### config.mk
export PLATFORM = sky130hd
export DESIGN_NAME = servo_move_sequencer_flat
export DESIGN_NICKNAME = d
export VERILOG_FILES = /design/src/rtl/servo_move_sequencer_pkg.sv /design/src/rtl/servo_move_sequencer_if.sv /design/src/rtl/servo_cmd_fifo.sv /design/src/rtl/servo_move_sequencer.sv /design/src/flat_wrapper.sv
export SDC_FILE = /design/constraint.sdc
export NUM_CORES = 1
export LEC_CHECK = 0
export ABC_AREA = 1
export CORE_MARGIN = 5
export CORE_UTILIZATION = 53
export DETAILED_ROUTE_END_ITERATION = 10
export GPL_TIMING_DRIVEN = 0
export PLACE_DENSITY_LB_ADDON = 0.08
export SLEW_MARGIN = 20
export SYNTH_ARGS = -nofsm -noshare
export SYNTH_HDL_FRONTEND = slang
export SYNTH_SLANG_ARGS = --single-unit
export TNS_END_PERCENT = 5
### constraint.sdc
create_clock -name PCLK -period 2.25 [get_ports PCLK]
set_input_delay 0.45 -clock PCLK [delete_from_list [all_inputs] [get_ports PCLK]]
set_output_delay 0.45 -clock PCLK [all_outputs]
set_load 0.05 [all_outputs]
### src/rtl/servo_move_sequencer_pkg.sv
// Shared types and defaults for the servo move sequencer: direction codes,
// FSM states and the queued command payload.
package servo_move_sequencer_pkg;

  localparam int unsigned PWM_PERIOD_DEF     = 2000000;
  localparam int unsigned FIFO_DEPTH_DEF     = 4;
  localparam int unsigned SETTLE_PERIODS_DEF = 1;

  localparam int unsigned DIR_W     = 2;
  localparam int unsigned PERIODS_W = 16;
  localparam int unsigned CMD_W     = DIR_W + PERIODS_W;
  localparam int unsigned SETTLE_W  = 16;

  typedef enum logic [DIR_W-1:0] {
    DIR_NEUTRAL = 2'b00,
    DIR_FWD     = 2'b01,
    DIR_REV     = 2'b10,
    DIR_ILLEGAL = 2'b11
  } dir_e;

  typedef enum logic [1:0] {
    ST_IDLE   = 2'd0,
    ST_LOAD   = 2'd1,
    ST_RUN    = 2'd2,
    ST_SETTLE = 2'd3
  } state_e;

  typedef struct packed {
    dir_e                 dir;
    logic [PERIODS_W-1:0] periods;
  } cmd_t;

endpackage

### src/rtl/servo_move_sequencer_if.sv
// Move-command handshake between a command source and the sequencer.
interface servo_move_sequencer_if;
  import servo_move_sequencer_pkg::*;

  logic                 cmd_valid;
  logic [DIR_W-1:0]     cmd_dir;
  logic [PERIODS_W-1:0] cmd_periods;
  logic                 cmd_ready;

  modport master (output cmd_valid, output cmd_dir, output cmd_periods, input cmd_ready);
  modport slave  (input cmd_valid, input cmd_dir, input cmd_periods, output cmd_ready);
endinterface

### src/rtl/servo_cmd_fifo.sv
// Synchronous show-ahead command FIFO with occupancy count and flush.
module servo_cmd_fifo
  import servo_move_sequencer_pkg::*;
#(
  parameter int unsigned DEPTH = FIFO_DEPTH_DEF
) (
  input  logic                 clk,
  input  logic                 rst,
  input  logic                 flush,
  input  logic                 push,
  input  cmd_t                 wdata,
  input  logic                 pop,
  output cmd_t                 rdata_c,
  output logic [$clog2(DEPTH):0] count
);

  localparam int unsigned AW = $clog2(DEPTH);
  localparam int unsigned CW = AW + 1;

  logic [CMD_W-1:0] mem [DEPTH];
  logic [AW-1:0]    wr_ptr;
  logic [AW-1:0]    rd_ptr;
  logic             do_push;
  logic             do_pop;

  assign do_push = push && (count != CW'(DEPTH));
  assign do_pop  = pop && (count != '0);
  assign rdata_c = cmd_t'(mem[rd_ptr]);

  always_ff @(posedge clk) begin
    if (do_push) mem[wr_ptr] <= wdata;
  end

  // Pointers wrap naturally because DEPTH is a power of two
  always_ff @(posedge clk) begin
    if (rst || flush) begin
      wr_ptr <= '0;
      rd_ptr <= '0;
      count  <= '0;
    end else begin
      if (do_push) wr_ptr <= wr_ptr + AW'(1);
      if (do_pop)  rd_ptr <= rd_ptr + AW'(1);
      count <= count + CW'(do_push) - CW'(do_pop);
    end
  end

endmodule

### src/rtl/servo_move_sequencer.sv
// Queues servo move commands and replays each as per-frame direction strobes,
// followed by neutral settle frames, aligned to the servo PWM frame.
module servo_move_sequencer
  import servo_move_sequencer_pkg::*;
#(
  parameter int unsigned PWM_PERIOD     = PWM_PERIOD_DEF,
  parameter int unsigned FIFO_DEPTH     = FIFO_DEPTH_DEF,
  parameter int unsigned SETTLE_PERIODS = SETTLE_PERIODS_DEF
) (
  input  logic                        PCLK,
  input  logic                        PRESERN,
  servo_move_sequencer_if.slave       cmd,
  input  logic                        abort,
  output logic                        set_fwd,
  output logic                        set_rev,
  output logic                        set_neutral,
  output logic                        busy,
  output logic                        move_done,
  output logic                        err_illegal,
  output logic [PERIODS_W-1:0]        periods_left,
  output logic [$clog2(FIFO_DEPTH):0] fifo_count
);

  localparam int unsigned TMR_W = $clog2(PWM_PERIOD);
  localparam int unsigned FC_W  = $clog2(FIFO_DEPTH) + 1;

  logic [TMR_W-1:0]    frame_cnt;
  logic                pre_tick;
  logic                push_try;
  logic                cmd_legal;
  logic                fifo_push;
  logic                fifo_pop;
  cmd_t                fifo_head;
  state_e              state;
  dir_e                cur_dir;
  logic [SETTLE_W-1:0] settle_cnt;

  // Free-running frame timer; abort never touches it
  always_ff @(posedge PCLK) begin
    if (PRESERN)                                  frame_cnt <= '0;
    else if (frame_cnt == TMR_W'(PWM_PERIOD - 1)) frame_cnt <= '0;
    else                                          frame_cnt <= frame_cnt + TMR_W'(1);
  end

  // Decisions are made one cycle early so registered strobes land on the tick cycle
  assign pre_tick = (frame_cnt == TMR_W'(PWM_PERIOD - 2));

  assign cmd.cmd_ready = (fifo_count != FC_W'(FIFO_DEPTH));
  assign push_try      = cmd.cmd_valid && cmd.cmd_ready && !abort;
  assign cmd_legal     = (cmd.cmd_dir != DIR_ILLEGAL);
  assign fifo_push     = push_try && cmd_legal;
  assign fifo_pop      = (state == ST_IDLE) && (fifo_count != '0) && !abort;
  assign busy          = (state != ST_IDLE);

  servo_cmd_fifo #(.DEPTH(FIFO_DEPTH)) u_fifo (
    .clk     (PCLK),
    .rst     (PRESERN),
    .flush   (abort),
    .push    (fifo_push),
    .wdata   ('{dir: dir_e'(cmd.cmd_dir), periods: cmd.cmd_periods}),
    .pop     (fifo_pop),
    .rdata_c (fifo_head),
    .count   (fifo_count)
  );

  always_ff @(posedge PCLK) begin
    if (PRESERN) begin
      state        <= ST_IDLE;
      cur_dir      <= DIR_NEUTRAL;
      periods_left <= '0;
      settle_cnt   <= '0;
      set_fwd      <= 1'b0;
      set_rev      <= 1'b0;
      set_neutral  <= 1'b0;
      move_done    <= 1'b0;
      err_illegal  <= 1'b0;
    end else begin
      set_fwd     <= 1'b0;
      set_rev     <= 1'b0;
      set_neutral <= 1'b0;
      move_done   <= 1'b0;
      err_illegal <= push_try && !cmd_legal;
      if (abort) begin
        state        <= ST_IDLE;
        periods_left <= '0;
        settle_cnt   <= '0;
        set_neutral  <= (state == ST_RUN) || (state == ST_SETTLE);
      end else begin
        unique case (state)
          ST_IDLE: begin
            if (fifo_pop) begin
              cur_dir      <= fifo_head.dir;
              periods_left <= fifo_head.periods;
              state        <= ST_LOAD;
            end
          end
          ST_LOAD: begin
            if (periods_left == '0) begin
              move_done <= 1'b1;
              state     <= ST_IDLE;
            end else begin
              state <= ST_RUN;
            end
          end
          ST_RUN: begin
            if (pre_tick) begin
              if (periods_left != '0) begin
                unique case (cur_dir)
                  DIR_FWD: set_fwd     <= 1'b1;
                  DIR_REV: set_rev     <= 1'b1;
                  default: set_neutral <= 1'b1;
                endcase
                periods_left <= periods_left - PERIODS_W'(1);
              end else begin
                set_neutral <= 1'b1;
                settle_cnt  <= SETTLE_W'(SETTLE_PERIODS);
                state       <= ST_SETTLE;
              end
            end
          end
          ST_SETTLE: begin
            // A zero settle count is treated as a single settle frame
            if (pre_tick) begin
              if (settle_cnt <= SETTLE_W'(1)) begin
                settle_cnt <= '0;
                move_done  <= 1'b1;
                state      <= ST_IDLE;
              end else begin
                settle_cnt <= settle_cnt - SETTLE_W'(1);
              end
            end
          end
        endcase
      end
    end
  end

endmodule

### src/flat_wrapper.sv
// flat-port wrapper written by rule: the top's interface ports become plain ports
module servo_move_sequencer_flat import servo_move_sequencer_pkg::*;
#(
  parameter int unsigned PWM_PERIOD     = PWM_PERIOD_DEF,
  parameter int unsigned FIFO_DEPTH     = FIFO_DEPTH_DEF,
  parameter int unsigned SETTLE_PERIODS = SETTLE_PERIODS_DEF
)
  (PCLK, PRESERN, abort, set_fwd, set_rev, set_neutral, busy, move_done, err_illegal, periods_left, fifo_count, cmd_cmd_valid, cmd_cmd_dir, cmd_cmd_periods, cmd_cmd_ready);
  servo_move_sequencer_if cmd_i ();
  input  logic PCLK;
  input  logic PRESERN;
  input  logic abort;
  output logic set_fwd;
  output logic set_rev;
  output logic set_neutral;
  output logic busy;
  output logic move_done;
  output logic err_illegal;
  output logic [PERIODS_W-1:0] periods_left;
  output logic [$clog2(FIFO_DEPTH):0] fifo_count;
  input wire logic [$bits(cmd_i.cmd_valid)-1:0] cmd_cmd_valid;
  input wire logic [$bits(cmd_i.cmd_dir)-1:0] cmd_cmd_dir;
  input wire logic [$bits(cmd_i.cmd_periods)-1:0] cmd_cmd_periods;
  output wire logic [$bits(cmd_i.cmd_ready)-1:0] cmd_cmd_ready;
  assign cmd_i.cmd_valid = cmd_cmd_valid;
  assign cmd_i.cmd_dir = cmd_cmd_dir;
  assign cmd_i.cmd_periods = cmd_cmd_periods;
  assign cmd_cmd_ready = cmd_i.cmd_ready;
  servo_move_sequencer #(.PWM_PERIOD(PWM_PERIOD), .FIFO_DEPTH(FIFO_DEPTH), .SETTLE_PERIODS(SETTLE_PERIODS)) u_core (.PCLK(PCLK), .PRESERN(PRESERN), .cmd(cmd_i), .abort(abort), .set_fwd(set_fwd), .set_rev(set_rev), .set_neutral(set_neutral), .busy(busy), .move_done(move_done), .err_illegal(err_illegal), .periods_left(periods_left), .fifo_count(fifo_count));
endmodule
# ---- Word level (Yosys, flattened, before mapping)
# Memory sizes are Yosys's and may differ from the RTL's. A register that Yosys moved wholly into a read port is not among the register bits.
# Cells that the tools add are included.
dict set report op_classes {
  addsub 7
  n_mux 31
  n_reduce_logical 27
  n_eq_ne 15
  order_cmp 1
  bitwise_logic 4
}
# op n
set ops {}
lappend ops {{$mux 16} 7}
lappend ops {{$pmux 16 s2} 2}
lappend ops {{$eq 21x21->1 const B} 2}
lappend ops {{$sub 16x1->16 const B} 2}
lappend ops {{$add 21x1->21 const B} 1}
lappend ops {{$le 16x1->1 const B} 1}
lappend ops {{$logic_not 16->1} 1}
lappend ops {{$mux 2} 8}
lappend ops {{$reduce_bool 16->1} 1}
lappend ops {{$mux 1} 12}
lappend ops {{$ne 2x2->1 const B} 5}
lappend ops {{$logic_and 1x1->1} 8}
lappend ops {{$pmux 2 s4} 1}
lappend ops {{$reduce_and 4->1} 2}
lappend ops {{$eq 2x2->1 const B} 3}
lappend ops {{$reduce_bool 2->1} 3}
lappend ops {{$reduce_or 2->1} 3}
lappend ops {{$reduce_and 5->1} 1}
lappend ops {{$reduce_or 5->1} 1}
lappend ops {{$add 2x1->2 const B} 2}
lappend ops {{$eq 2x1->1 const B} 2}
lappend ops {{$ne 2x1->1 const B} 2}
lappend ops {{$not 1->1} 4}
lappend ops {{$add 3x1->3} 1}
lappend ops {{8 further kinds} 10}
dict set report word_totals {
  wordCells 99
  regBits 69
  n_memories 1
  in_bits 22
  output_inout_bits 26
  mem_bits_rw 72
}
# memory depth width rd rd_clocked_by_memory_dff write_ports line_no
set memory_table {}
lappend memory_table {u_core.u_fifo.mem 4 18 1 1 1 servo_cmd_fifo.sv:20} ;# logic [CMD_W-1:0] mem [DEPTH];

# ---- Logic depth before layout (Yosys ltp)
dict set report depth {
  ltp_word 7
  depth_mapped 13
  depth_no_buf 12
}

# ---- Modules after synthesis
# A second synthesis with hierarchy kept.
dict set report hier_totals {
  cells_unflattened 870
  area_unflattened_um2 7060.5
}
# mod cells_each area_each_um2 seq_area_each_um2 n_inst
set by_module_without_submodules {}
lappend by_module_without_submodules {servo_move_sequencer 631 3872.5 1241.2 1}
lappend by_module_without_submodules {servo_cmd_fifo 239 3188.1 2342.2 1}

# ---- Worst setup path after synthesis
# Ideal clock, no wire load.
dict set report synth_timing {
  path_type {reg2reg}
  startpoint {register u_core.u_fifo.count[1]}
  endpoint {memory u_core.u_fifo.mem[0][0] (netlist bit) (enable)}
  setup_ps 393
  setup_slack_ps -591
  path_buffers 0
  period_less_slack_ps 2841
  stages_incl_launch_ff 5
  t_required_ps 1857
  arrival_ps 2448
  cell_sequence {dfxtp_1 > nor2_1 > nand2_1 > nand4_1 > nor2_1}
}
dict set report synth_via {
  elab_chain_cells 7
}
# item line_no
set synth_lines {}
lappend synth_lines {{start, declared} servo_cmd_fifo.sv:14} ;# output logic [$clog2(DEPTH):0] count
lappend synth_lines {{start signal, assigned} servo_cmd_fifo.sv:43} ;# count <= count + CW'(do_push) - CW'(do_pop);
lappend synth_lines {{$ne 3x3->1 *} servo_move_sequencer.sv:48} ;# assign cmd.cmd_ready = (fifo_count != FC_W'(FIFO_DEPTH));
lappend synth_lines {{named net cmd_cmd_ready} flat_wrapper.sv:24} ;# output wire logic [$bits(cmd_i.cmd_ready)-1:0] cmd_cmd_ready;
lappend synth_lines {{$logic_and 1x1->1 (2 in series)} servo_move_sequencer.sv:49} ;# assign push_try = cmd.cmd_valid && cmd.cmd_ready && !abort;
lappend synth_lines {{$logic_and 1x1->1} servo_move_sequencer.sv:51} ;# assign fifo_push = push_try && cmd_legal;
lappend synth_lines {{$logic_and 1x1->1 *} servo_cmd_fifo.sv:26} ;# assign do_push = push && (count != CW'(DEPTH));
lappend synth_lines {{$mux 1 *} servo_cmd_fifo.sv:31} ;# if (do_push) mem[wr_ptr] <= wdata;
lappend synth_lines {{$mux 1 (not written as such) *} servo_cmd_fifo.sv:31}
lappend synth_lines {{end, declared} servo_cmd_fifo.sv:20}
# Mark *: on every way through the listed nets, which the timed path passes. The rest lies on a longest branch.

# ---- Worst setup path in the final report
dict set report layout_timing {
  startpoint {register u_core.periods_left[5]}
  endpoint {output port periods_left[5]}
}
# item line_no
set layout_lines {}
lappend layout_lines {{start, declared} servo_move_sequencer.sv:20} ;# output logic [PERIODS_W-1:0] periods_left,
lappend layout_lines {{start signal, assigned} servo_move_sequencer.sv:93} ;# periods_left <= fifo_head.periods;
lappend layout_lines {{start signal, assigned} servo_move_sequencer.sv:113} ;# periods_left <= periods_left - PERIODS_W'(1);
lappend layout_lines {{end, declared} flat_wrapper.sv:19} ;# output logic [PERIODS_W-1:0] periods_left;
# No word-level cell between the ends.

==> metrics.cfg <==
[timing]
finalSetupViolCount = 0
worstMarginPinSlew_ps = 1060
finalMaxSlewViolations = 0
hold_viol_final = 0
clock_skew_ps = 5.59
final.period_utilization = 0.977
max_slew_margin = 0.292
rsz0062_at_grt = no
fmax_mhz = 455
post-route-min-period_ps = 2200

[finish]
layout_common_cells = 150 x nand2_1, 125 x nor2_1, 74 x inv_1
area_growth_syn_to_layout_pct = 21.0
drive_gt1_frac = 0.101
mostFrequentLayoutCell = nand2_1
fin_area_um2 = 8170
seq_area_um2 = 3590
n_antenna_cell = 0
fin_cells = 1060
multi_input_comb_area_um2 = 2780
fillers = 1070
num-nets-final = 912

[synth]
async_reset_ff_frac = 0
syn_area_um2 = 6750
synth_xor_xnor_area_share = 0.0143
synth_cell_types = 41
seq_area_frac_synth = 0.531
synth_edf_count = 72
ys_warn_count = 0
synth_top_family_by_area = simple AND/OR/NAND/NOR gates
syn_inst = 803
synth-seq-cells = 143
synthMuxAreaShare = 0
synth_compound_area_frac = 0.105
synth_ff_type = edfxtp_1
synth.net_count = 840
synthAdderAreaFrac = 0.0289
syn_avg_cell_area_um2 = 8.41
yosys.area_share.simple = 0.257

[setup_path]
cp.required_ps = 1800
r2r_slack_ps = 200
worstSetupPathType = reg -> out
reg2reg_depth = 13
rr_endpoint = u_core.u_fifo.count[2]
crit_fanout = 5
critPathTopFamily = buffers and inverters
crit_buf_inv = 1
cpPeakStageDelay_ps = 870
startpoint_type = register
worstPathArrival_ps = 1750
cp-end-kind = output pin
worstPathCellList = clkdlybuf4s50_1
timing.rr.start = u_core.state[0]
slowest_stage = clkdlybuf4s50_1

[pwr]
seq_power_share = 0.454
internal_power_uw = 4810
p_leak_uw = 0.00316
pwr-share-clk = 0.480
share_comb_of_total_power = 0.066
power.density_nw_per_um2 = 756
netSwitchingPower_uw = 1370
switching_share = 0.221
vdd_drop_max_mv = 0.496

[hold_path]
min-delay-start = cmd_cmd_valid
min_delay_path_depth = 3
holdPathEnd = u_core.err_illegal
worst_hold_path_type = in -> reg

[clocking]
h-tree-depth = 4
insertion_delay_ps = 420
cts.reportedPaths.clkPinSlew_ps = 60
clockBufferDepth = 2
cts_made_buffers = 17
cts_tree = yes
cts_sinks = 143
cts-root-buf = clkbuf_16

[floorplanning]
die_y_um = 123
initial_utilization = 0.537
io_pins = 48
core_um2 = 12600
die_w_um = 123
die-area_um2 = 15100
num_rows = 41

[placed_design]
dp_hpwl_um = 11200
portBuffers = 47
gp_congestion = 0.930
dp_cells = 1022
placed_area_um2 = 7490

[global_route]
grt_pass1_vias = 5413
antenna_found_initial = 0
grt_max_degree = 19
track_usage = 0.229
overflow = 0
grt_pass1_wl_um = 26500

[routing]
routed_wl_um = 16200
postRouteAntennaNets = 0
first_pass_iters = 5
routed_via_density = 5.31
drc = 0
routedWlPerCell_um = 15.3
drt_iter0_drc = 502
vias = 5627

[run]
cap_violations = 0

[outcome]
status = finished, final reports clean

[Yosys cell counts, types with 2 or more instances]
master    number  area share
nor3b_2        2      0.0037
buf_2          5      0.0037
ha_1          14       0.026
a31oi_1        2      0.0019
or2_2          5      0.0046
clkbuf_1      14      0.0078
xor2_1         7      0.0091
edfxtp_1      72        0.32
nand3_1       56       0.042
dfxtp_1       71        0.21
o31ai_1        2      0.0022
o21ai_1        8      0.0059
buf_6          4      0.0067
nor2_1       130       0.072
a211oi_1       2      0.0022
inv_2          2      0.0011
nor2_4         3      0.0050
o21ai_0       54       0.040
nand4_1        9      0.0083
o22ai_1        8      0.0074
a21oi_1       51       0.038
xnor2_1        4      0.0052
o21bai_1       4      0.0044
nor2_2         6      0.0056
nand2_1      153       0.085
nor4_1         2      0.0019
inv_1         75       0.042
nor3_1        15       0.011
nor3b_1        6      0.0067
nand2_2        6      0.0056
[layer usage]
layer / vias up / global-route usage / wire [um]
li1: 2817 / - / -
met3: 22 / 0.0530 / 809
met5: - / 0 / 0
met1: 2639 / 0.285 / 6910
met2: 149 / 0.392 / 8260
met4: 0 / 0.0756 / 220
[state kept, by name, indices dropped and copies added (netlist names), named ones only]
register / count
u_core.u_fifo.mem: 72
u_core.frame_cnt: 21
u_core.periods_left: 16
u_core.settle_cnt: 16
u_core.u_fifo.count: 3
u_core.cur_dir: 2
u_core.u_fifo.rd_ptr: 2
u_core.u_fifo.wr_ptr: 2
u_core.err_illegal: 1
u_core.move_done: 1
u_core.set_fwd: 1
u_core.set_neutral: 1
u_core.set_rev: 1
u_core.state: 1
[through the flow]
| stage | power [uW] | worst slack, ps | hold slack (ps) | util | TNS [ps] |
|---|---|---|---|---|---|
| 2_1_floorplan | 3100 | 7.02 | 430 | - | 0 |
| 3_3_place_gp | 3240 | -663 | 440 | 0.595 | -44480 |
| 3_5_place_dp | 3250 | -732 | 456 | 0.596 | -44340 |
| 4_1_cts | 6190 | -114 | 407 | 0.645 | -4050 |
| 5_1_grt | 6370 | 1.78 | 444 | 0.650 | 0 |
| 6_report | 6180 | 50.9 | 422 | 0.650 | 0 |
[worst register-to-register path: cells and delay by family (launching register included)]
kind,cells,cell delay (ps)
DFF,1,300
adders and majority gates,3,730
and+or+nand+nor,2,180
buffers and inverters,6,550
AOI/OAI and AO/OA,2,180
[power groups by stage]
stage               clock, uW  sequential [uW]  combinational [uW]
finish                   2970             2800                 409
global placement            0             2850                 388
detailed placement          0             2860                 398
global route             3120             2800                 453
CTS                      2990             2800                 398
floorplan                   0             2880                 220
[timing repair]
item	4_1_cts	5_1_grt
setup endpoints to repair	40	39
hold buffers	0	0
setup buffers	0	6
gates resized for setup	8	5
pin swaps	1	1
[cells by family after synthesis]
logic type | after synthesis
XOR/XNOR | 11
AO/OA/AOI/OAI | 133
flip-flops | 143
buffers and inverters | 104
adder cells (fa/ha/maj) | 15
AND/OR/NAND/NOR | 397
[cell type report]
type	count	share of cell area
Buffer	24	0.0162
Clock inverter	13	0.0227
Multi-Input combinational cell	556	0.341
Tap cell	172	0.0263
Inverter	80	0.0375
Sequential cell	143	0.440
Timing Repair Buffer	53	0.0626
Clock buffer	19	0.0542
[worst max-delay path by stage]
stage | from | endpoint | slack [ps] | cells after the start
final | u_core.periods_left[5] | periods_left[5] | 50 | 1
after global placement | abort | u_core.u_fifo.mem[3][13] | -660 | 4
after detailed placement | cmd_cmd_dir[1] | u_core.u_fifo.mem[2][10] | -730 | 4
after global routing | u_core.periods_left[5] | periods_left[5] | 2 | 1
after floorplan | u_core.u_fifo.count[1] | u_core.u_fifo.count[2] | 7 | 10
after CTS | u_core.u_fifo.count[1] | u_core.u_fifo.mem[2][4] | -110 | 4
Note: power is estimated with default switching activity, not from simulation.
